===== config.mk =====
export PLATFORM = sky130hd
export DESIGN_NAME = pifo_calendar_v0_3
export DESIGN_NICKNAME = d
export VERILOG_FILES = /design/src/rtl/pifo_calendar_v0_3.sv
export SDC_FILE = /design/constraint.sdc
export NUM_CORES = 2
export LEC_CHECK = 0
export ABC_CLOCK_PERIOD_IN_PS = 18340
export CAP_MARGIN = 20
export CELL_PAD_IN_SITES_DETAIL_PLACEMENT = 1
export CELL_PAD_IN_SITES_GLOBAL_PLACEMENT = 1
export CORE_ASPECT_RATIO = 1.1
export CORE_MARGIN = 10
export CORE_UTILIZATION = 49
export CTS_BUF_LIST = sky130_fd_sc_hd__clkbuf_4 sky130_fd_sc_hd__clkbuf_8
export CTS_CLUSTER_DIAMETER = 30
export DETAILED_ROUTE_END_ITERATION = 6
export PLACE_DENSITY = 0.86
export SETUP_SLACK_MARGIN = 0.3
export SYNTH_ARGS = -nofsm -noshare
export SYNTH_HDL_FRONTEND = slang
export SYNTH_SLANG_ARGS = --single-unit

===== constraint.sdc =====
create_clock -name clk -period 18.34 [get_ports clk]
set_clock_uncertainty 0.15 [all_clocks]
set_input_delay 3.668 -clock clk [delete_from_list [all_inputs] [get_ports clk]]
set_output_delay 3.668 -clock clk [all_outputs]
set_load 0.02 [all_outputs]

===== src/rtl/pifo_calendar_v0_3.sv =====
// Sorted PIFO calendar: entries held in ascending unsigned rank order, entry 0 is the head.
// Latency: insert/pop/CPU write take effect at the clock edge, visible on outputs the next cycle.
// Backpressure: none; insert when full (no pop) is dropped with a one-cycle m_axis_drop pulse.
//
// Ports: s_axis_insert_en/s_axis_pifo_info insert an element, s_axis_pop_en removes the head;
// m_axis_* expose the head entry and occupancy status; cpu_* is an optional single-outstanding
// read/write side channel into the entry array, enabled by defining PIFO_CALENDAR_CPU_ACCESS_EN.
// With the macro undefined the CPU ports exist but are ignored and cpu_* outputs are tied to 0.
module pifo_calendar_v0_3 #(
    parameter int PIFO_DEPTH        = 16,
    parameter int PIFO_INDEX_WIDTH  = 4,
    parameter int ELEMENT_WIDTH     = 32,
    parameter int RANK_START_POS    = 12,
    parameter int RANK_WIDTH        = 19,
    parameter int VALID_POS         = 31,
    parameter int BUFFER_ADDR_WIDTH = 12
) (
    input  logic                         clk,
    input  logic                         rstn,
    input  logic                         s_axis_insert_en,
    input  logic [ELEMENT_WIDTH-1:0]     s_axis_pifo_info,
    input  logic                         s_axis_pop_en,
    output logic [ELEMENT_WIDTH-1:0]     m_axis_head_data,
    output logic [BUFFER_ADDR_WIDTH-1:0] m_axis_buffer_addr,
    output logic                         m_axis_buffer_addr_valid,
    output logic                         m_axis_calendar_full,
    output logic                         m_axis_calendar_empty,
    output logic [PIFO_INDEX_WIDTH:0]    m_axis_count,
    output logic                         m_axis_drop,
    input  logic                         cpu_rd_valid,
    input  logic [PIFO_INDEX_WIDTH-1:0]  cpu_rd_addr,
    output logic                         cpu_rd_result_valid,
    output logic [ELEMENT_WIDTH-1:0]     cpu_rd_result,
    input  logic                         cpu_wr_valid,
    input  logic [PIFO_INDEX_WIDTH-1:0]  cpu_wr_addr,
    input  logic [ELEMENT_WIDTH-1:0]     cpu_wr_data,
    output logic                         cpu_wr_result_valid,
    output logic                         cpu_busy
);

    localparam int CW = PIFO_INDEX_WIDTH + 1;

    logic [ELEMENT_WIDTH-1:0] mem_q    [PIFO_DEPTH];
    logic [ELEMENT_WIDTH-1:0] base     [PIFO_DEPTH];
    logic [ELEMENT_WIDTH-1:0] mem_nxt  [PIFO_DEPTH];
    logic [CW-1:0]            count_q;
    logic [CW-1:0]            base_count;
    logic [CW-1:0]            count_nxt;
    logic [CW-1:0]            ins_pos;
    logic [RANK_WIDTH-1:0]    new_rank;
    logic                     pop_go;
    logic                     ins_go;
    logic                     drop_q;
    logic                     full_q;
    logic                     empty_q;

    // CPU write port into the array; tied off when the CPU channel is compiled out.
    logic                        cpu_wr_fire;
    logic [PIFO_INDEX_WIDTH-1:0] cpu_wr_addr_q;
    logic [ELEMENT_WIDTH-1:0]    cpu_wr_data_q;

    assign new_rank = s_axis_pifo_info[RANK_START_POS +: RANK_WIDTH];
    assign pop_go   = s_axis_pop_en && (count_q != '0);
    // A pop in the same cycle frees a slot, so a full calendar still accepts the insert.
    assign ins_go   = s_axis_insert_en && (pop_go || (count_q != CW'(PIFO_DEPTH)));

    always_comb begin
        // Stage 1: apply the pop (shift toward head) so the insert is ranked against survivors.
        for (int i = 0; i < PIFO_DEPTH - 1; i++) begin
            base[i] = pop_go ? mem_q[i+1] : mem_q[i];
        end
        base[PIFO_DEPTH-1] = pop_go ? '0 : mem_q[PIFO_DEPTH-1];
        base_count = count_q - {{PIFO_INDEX_WIDTH{1'b0}}, pop_go};

        // Entries are sorted, so the number of occupied entries with rank <= new rank is the
        // slot just behind the last equal rank, which keeps FIFO order among ties.
        ins_pos = '0;
        for (int i = 0; i < PIFO_DEPTH; i++) begin
            if ((CW'(i) < base_count) &&
                (base[i][RANK_START_POS +: RANK_WIDTH] <= new_rank)) begin
                ins_pos = ins_pos + CW'(1);
            end
        end

        // Stage 2: open a hole at ins_pos and drop the new element into it.
        for (int i = 0; i < PIFO_DEPTH; i++) begin
            mem_nxt[i] = base[i];
        end
        if (ins_go) begin
            mem_nxt[0] = (ins_pos == '0) ? s_axis_pifo_info : base[0];
            for (int i = 1; i < PIFO_DEPTH; i++) begin
                if (CW'(i) < ins_pos) begin
                    mem_nxt[i] = base[i];
                end else if (CW'(i) == ins_pos) begin
                    mem_nxt[i] = s_axis_pifo_info;
                end else begin
                    mem_nxt[i] = base[i-1];
                end
            end
        end
        count_nxt = base_count + {{PIFO_INDEX_WIDTH{1'b0}}, ins_go};
    end

    always_ff @(posedge clk or negedge rstn) begin
        if (!rstn) begin
            for (int i = 0; i < PIFO_DEPTH; i++) begin
                mem_q[i] <= '0;
            end
            count_q <= '0;
            drop_q  <= 1'b0;
            full_q  <= 1'b0;
            empty_q <= 1'b1;
        end else begin
            // CPU writes only fire in cycles with no insert/pop, so mem_nxt equals mem_q then.
            if (cpu_wr_fire) begin
                mem_q[cpu_wr_addr_q] <= cpu_wr_data_q;
            end else begin
                for (int i = 0; i < PIFO_DEPTH; i++) begin
                    mem_q[i] <= mem_nxt[i];
                end
            end
            count_q <= count_nxt;
            drop_q  <= s_axis_insert_en && !s_axis_pop_en && (count_q == CW'(PIFO_DEPTH));
            full_q  <= (count_nxt == CW'(PIFO_DEPTH));
            empty_q <= (count_nxt == '0);
        end
    end

    assign m_axis_head_data         = mem_q[0];
    assign m_axis_buffer_addr       = mem_q[0][BUFFER_ADDR_WIDTH-1:0];
    assign m_axis_buffer_addr_valid = mem_q[0][VALID_POS];
    assign m_axis_calendar_full     = full_q;
    assign m_axis_calendar_empty    = empty_q;
    assign m_axis_count             = count_q;
    assign m_axis_drop              = drop_q;

`ifdef PIFO_CALENDAR_CPU_ACCESS_EN
    typedef enum logic [1:0] {
        IDLE    = 2'd0,
        WR_PEND = 2'd1,
        RD_RESP = 2'd2
    } cpu_state_t;

    cpu_state_t state_q;
    cpu_state_t state_nxt;
    logic       rd_result_valid_q;
    logic       wr_result_valid_q;
    logic [ELEMENT_WIDTH-1:0] rd_result_q;
    logic       rd_accept;
    logic       wr_accept;

    assign wr_accept   = (state_q == IDLE) && cpu_wr_valid;
    assign rd_accept   = (state_q == IDLE) && !cpu_wr_valid && cpu_rd_valid;
    // The pending write waits for a quiet cycle so it never races a shift of the array.
    assign cpu_wr_fire = (state_q == WR_PEND) && !s_axis_insert_en && !s_axis_pop_en;

    always_comb begin
        state_nxt = state_q;
        case (state_q)
            IDLE: begin
                if (cpu_wr_valid) begin
                    state_nxt = WR_PEND;
                end else if (cpu_rd_valid) begin
                    state_nxt = RD_RESP;
                end
            end
            WR_PEND: begin
                if (cpu_wr_fire) begin
                    state_nxt = IDLE;
                end
            end
            RD_RESP: state_nxt = IDLE;
            default: state_nxt = IDLE;
        endcase
    end

    always_ff @(posedge clk or negedge rstn) begin
        if (!rstn) begin
            state_q <= IDLE;
        end else begin
            state_q <= state_nxt;
        end
    end

    always_ff @(posedge clk or negedge rstn) begin
        if (!rstn) begin
            cpu_wr_addr_q     <= '0;
            cpu_wr_data_q     <= '0;
            rd_result_q       <= '0;
            rd_result_valid_q <= 1'b0;
            wr_result_valid_q <= 1'b0;
        end else begin
            if (wr_accept) begin
                cpu_wr_addr_q <= cpu_wr_addr;
                cpu_wr_data_q <= cpu_wr_data;
            end
            if (rd_accept) begin
                rd_result_q <= mem_q[cpu_rd_addr];
            end
            rd_result_valid_q <= rd_accept;
            wr_result_valid_q <= cpu_wr_fire;
        end
    end

    assign cpu_rd_result_valid = rd_result_valid_q;
    assign cpu_rd_result       = rd_result_q;
    assign cpu_wr_result_valid = wr_result_valid_q;
    assign cpu_busy            = (state_q != IDLE);
`else
    logic unused_cpu_inputs;

    assign unused_cpu_inputs   = ^{cpu_rd_valid, cpu_rd_addr, cpu_wr_valid, cpu_wr_addr, cpu_wr_data};
    assign cpu_wr_fire         = 1'b0;
    assign cpu_wr_addr_q       = '0;
    assign cpu_wr_data_q       = '0;
    assign cpu_rd_result_valid = 1'b0;
    assign cpu_rd_result       = '0;
    assign cpu_wr_result_valid = 1'b0;
    assign cpu_busy            = 1'b0;
`endif

endmodule


# [Word level (Yosys, flattened, before mapping)]
# Cells that the tools add are included.
[word_totals] regBits=520 latchBits=0 mem_bits_rw=0 romBits=0 input_bits=78 out_inout_bits=88 memories=0
[op_classes] add_sub_neg=17 mul=0 div=0 order_cmp=47 n_eq_ne=18 shift=0 n_mux=64 n_bitwise=0 reduce_logical=25
[ops] cell="$mux 32" n=47
[ops] cell="$mux 512" n=1
[ops] cell="$le 19x19->1" n=16
[ops] cell="$lt 4x5->1 const A" n=16
[ops] cell="$add 5x1->5 const B" n=15
[ops] cell="$mux 5" n=15
[ops] cell="$eq 4x5->1 const A" n=8
[ops] cell="$lt 3x5->1 const A" n=8
[ops] cell="$eq 3x5->1 const A" n=4
[ops] cell="$logic_and 1x1->1" n=20
[ops] cell="$lt 2x5->1 const A" n=4
[ops] cell="$lt 1x5->1 const A" n=3
[ops] cell="$eq 2x5->1 const A" n=2
[ops] cell="$eq 5x5->1 const B" n=2
[ops] cell="$logic_not 5->1" n=2
[ops] cell="$add 5x1->5" n=1
[ops] cell="$eq 1x5->1 const A" n=1
[ops] cell="$ne 5x5->1 const B" n=1
[ops] cell="$reduce_bool 5->1" n=1
[ops] cell="$sub 5x1->5" n=1
[ops] cell="$logic_not 1->1" n=1
[ops] cell="$logic_or 1x1->1" n=1
[ops] cell="$mux 1" n=1

# [Logic depth before layout (Yosys ltp)]
[logic_depth] ltp_word=40 ltp_mapped=76

# [Least setup slack after synthesis]
# OpenSTA, ideal clock, no wires.
[synth_path] path_kind="input to register" start="in s_axis_pop_en" end="reg mem_q[46] in the netlist's numbering" setup_ns=0.080 t_arrival_ns=16.472 required_time_ns=18.110 path_slack_ns=1.638 stages=71 path_cell_list="o21ai_1 inv_2 clkbuf_1 buf_1 mux2i_1 ha_1 nor2b_1 o21ai_0 nand2b_1 a21oi_1 nor2b_1 o21ai_0 nand2b_1 a21oi_1 nor2_1 a211oi_1 o21ai_0 a21oi_1 [35 not listed] mux2_2 o21a_1 ha_1 mux2_2 ha_1 or3_1 o21a_1 ha_1 nand2_1 o21ai_0 o41ai_1 or2_2 buf_2 nor2_1 a21o_1 buf_2 buf_2 mux2i_1"
[synth_rtl] item="from (decl)" line_no="22" text="input logic s_axis_pop_en,"
[synth_rtl] item="to (signal, indexed assignment)" line_no="116" text="mem_q[cpu_wr_addr_q] <= cpu_wr_data_q;"
[synth_rtl] item="to (signal, indexed assignment)" line_no="119" text="mem_q[i] <= mem_nxt[i];"
[synth_rtl] item="to (decl)" line_no="43" text="logic [ELEMENT_WIDTH-1:0] mem_q [PIFO_DEPTH];"

==> results.cfg <==
[routing]
via_per_inst = 6.37
ant_nets = 0
drt_pass1_iterations = 6
avgRoutedWirePerCell_um = 26.4
wirelength_um = 151000
vias = 36400
drc = 0
drtIter0Drc = 2698

[synth]
yosys-top-cells-area = dfrtp_1 33%, mux2i_1 14%, ha_1 10%
ys_types = 93
synth_edf_count = 0
yosysTopAreaCell = dfrtp_1
synth_flop_cell = dfrtp_1
syn_area_sq_um = 39000
synth-seq-area-share_pct = 33.3
synth.avg_cell_area_sq_um = 8.69
ys_warn_count = 0
synth_top_area_share_pct = 33.3
ys_ff_latch = 520
synthArstFlopShare_pct = 100
synthCells = 4491
yosysMostFrequentCell = nand2_1
synthTopCellsByCount = 934 x nand2_1, 552 x mux2i_1, 519 x dfrtp_1

[clocking]
root_buffer = clkbuf_8
insertion_delay_ns = 0.82
path_clk_slew_ns = 0.05
htree_num_levels = 4
cts_tree = built
postCtsHoldBufs = 0
clock_path_buffers = 3
cts_buffers = 142
clock-sinks = 520

[global_route]
grt_pass1_vias = 40100
antenna_found_initial = 5
grt_max_degree = 165
grt_pass1_wl_um = 227000
overflow = 0
grt_usage_pct = 31.5

[cells_and_area]
fin_nets = 4941
drive_above_1_share_pct = 12.7
design_area_sq_um = 44400
area_growth_pct = 13.8
final_core_util_pct = 56.3
final_cells = 5705
multi_input_area_sq_um = 23900
fill_cells = 9104
regArea_sq_um = 13000

[die]
num_rows = 108
design.die.area_sq_um = 91300
die_w_um = 289
design.core.area_sq_um = 78900
start_util_pct = 49.4
pin_count = 166
die_h_um = 316

[sta]
slew_viol_final = 0
min_period_ns = 17.58
timing.final.hold_violations = 0
final-setup-viol-count = 0
relSlewSlack_pct = 27.0
max_clock_freq_mhz = 56.9
period_share_pct = 95.8
worst_pin_slew_ns = 1.08
finalSetupTns_ns = 0

[worst_setup_path]
worstReg2RegStart = m_axis_count[2]
cp_max_fo = 10
critPathLaunchType = primary input
rrSetupSlack_ns = 2.45
end_kind = flop
r2r_end = mem_q[168]
critPathArrivalTime_ns = 18.10
slowest_delay_ns = 0.63
cp.required_ns = 18.86
cpMostUsedCell = ha_1
timing_worst_setup_path_type = in2reg
slowest_stage = clkdlybuf4s50_1
ff2ff_path_depth = 72

[worst_hold_path]
hold_depth = 1
hold_start = mem_q[4]
hp-class = reg2reg
hold_path_end = mem_q[4]

[placed_design]
hpwlAfterDp_um = 95900
gp_congestion = 0.904
port_buffers = 88
placed_area_sq_um = 40700
dp_cells = 5419

[run_status]
status = finished clean

[flow_run]
max_cap_viol_count = 0
## through the flow
stage,hold slack (ns),setup WS [ns]
finish,0.370,0.763
floorplan,0.330,1.64
global placement,0.345,0.0904
detailed placement,0.351,-0.421
CTS,0.367,0.345
global route,0.390,-0.211
## kinds of logic after synthesis
kind of cell	Yosys count	share of synthesized area, %
XOR/XNOR	53	1.72
AND/OR/NAND/NOR	1531	17.0
adder cells (fa/ha/maj)	323	10.4
AO/OA/AOI/OAI	902	14.6
flip-flops	520	33.3
multiplexers	638	16.7
buffers and inverters	523	6.30
other	1	0.00961
## routing by layer
metal | track usage (%) | vias to the layer above | routed length (um)
met5 | 0 | - | 12
met4 | 20.2 | 2 | 10600
met1 | 36.2 | 18300 | 57400
met3 | 5.77 | 673 | 10100
met2 | 53.6 | 1582 | 72700
li1 | - | 15800 | -
## worst max-delay path, delay by kind of cell
family	cells	cell delay, ns
adder cells (fa/ha/maj)	15	4.56
multiplexers	3	0.84
AND/OR/NAND/NOR	22	3.62
buffers and inverters	6	1.37
AO/OA/AOI/OAI	22	4.00
## sequential cells by signal, summed over array words and instances, names as in the netlist
| register | flops |
|---|---|
| m_axis_calendar_full | 1 |
| m_axis_drop | 1 |
| m_axis_calendar_empty | 1 |
| m_axis_count | 5 |
| m_axis_head_data | 32 |
| mem_q | 480 |
## layout by cell type, fill, tap and decap left out, types with 31 or more instances in the layout
master             n
nand2_1          932
nor2_1           256
o22ai_1           80
clkdlybuf4s50_1   86
ha_1             323
conb_1            35
inv_1            160
a21oi_1          268
nand3_1           48
mux2i_1          550
o21ai_0          202
a221oi_2          31
nand4_1           51
mux2_2            83
o21ai_1           79
clkbuf_8         169
dfrtp_1          519
buf_4            112
a21o_1            47
and2_1            84
## worst max-delay path by stage
stage	end	start	slack, ns	cells after the start
after floorplan	mem_q[46]	s_axis_pop_en	1.64	71
final	mem_q[168]	s_axis_pifo_info[13]	0.76	68
after global placement	mem_q[211]	s_axis_pop_en	0.09	68
after global routing	mem_q[159]	s_axis_pop_en	-0.21	73
after CTS	mem_q[204]	s_axis_pop_en	0.35	68
after detailed placement	mem_q[211]	s_axis_pop_en	-0.42	68
## cell type report
type	instances	area share (%)
multi-input cells	3486	53.8
inverters	162	1.39
well taps	1045	2.94
clock inverters	60	1.82
flip-flops and latches	520	29.3
clock buffers	198	5.73
repair buffers	228	5.02
diodes	6	0.0338
## repair_timing
| item | 4_1_cts | 5_1_grt |
|---|---|---|
| endpoints found under the setup margin | 0 | 512 |
| gates resized for setup | 0 | 30 |
| setup buffers | 0 | 15 |
Power is left out: the tool's default activity adds up to more than one toggle a clock period on the data nets, which glitch-free logic cannot reach.
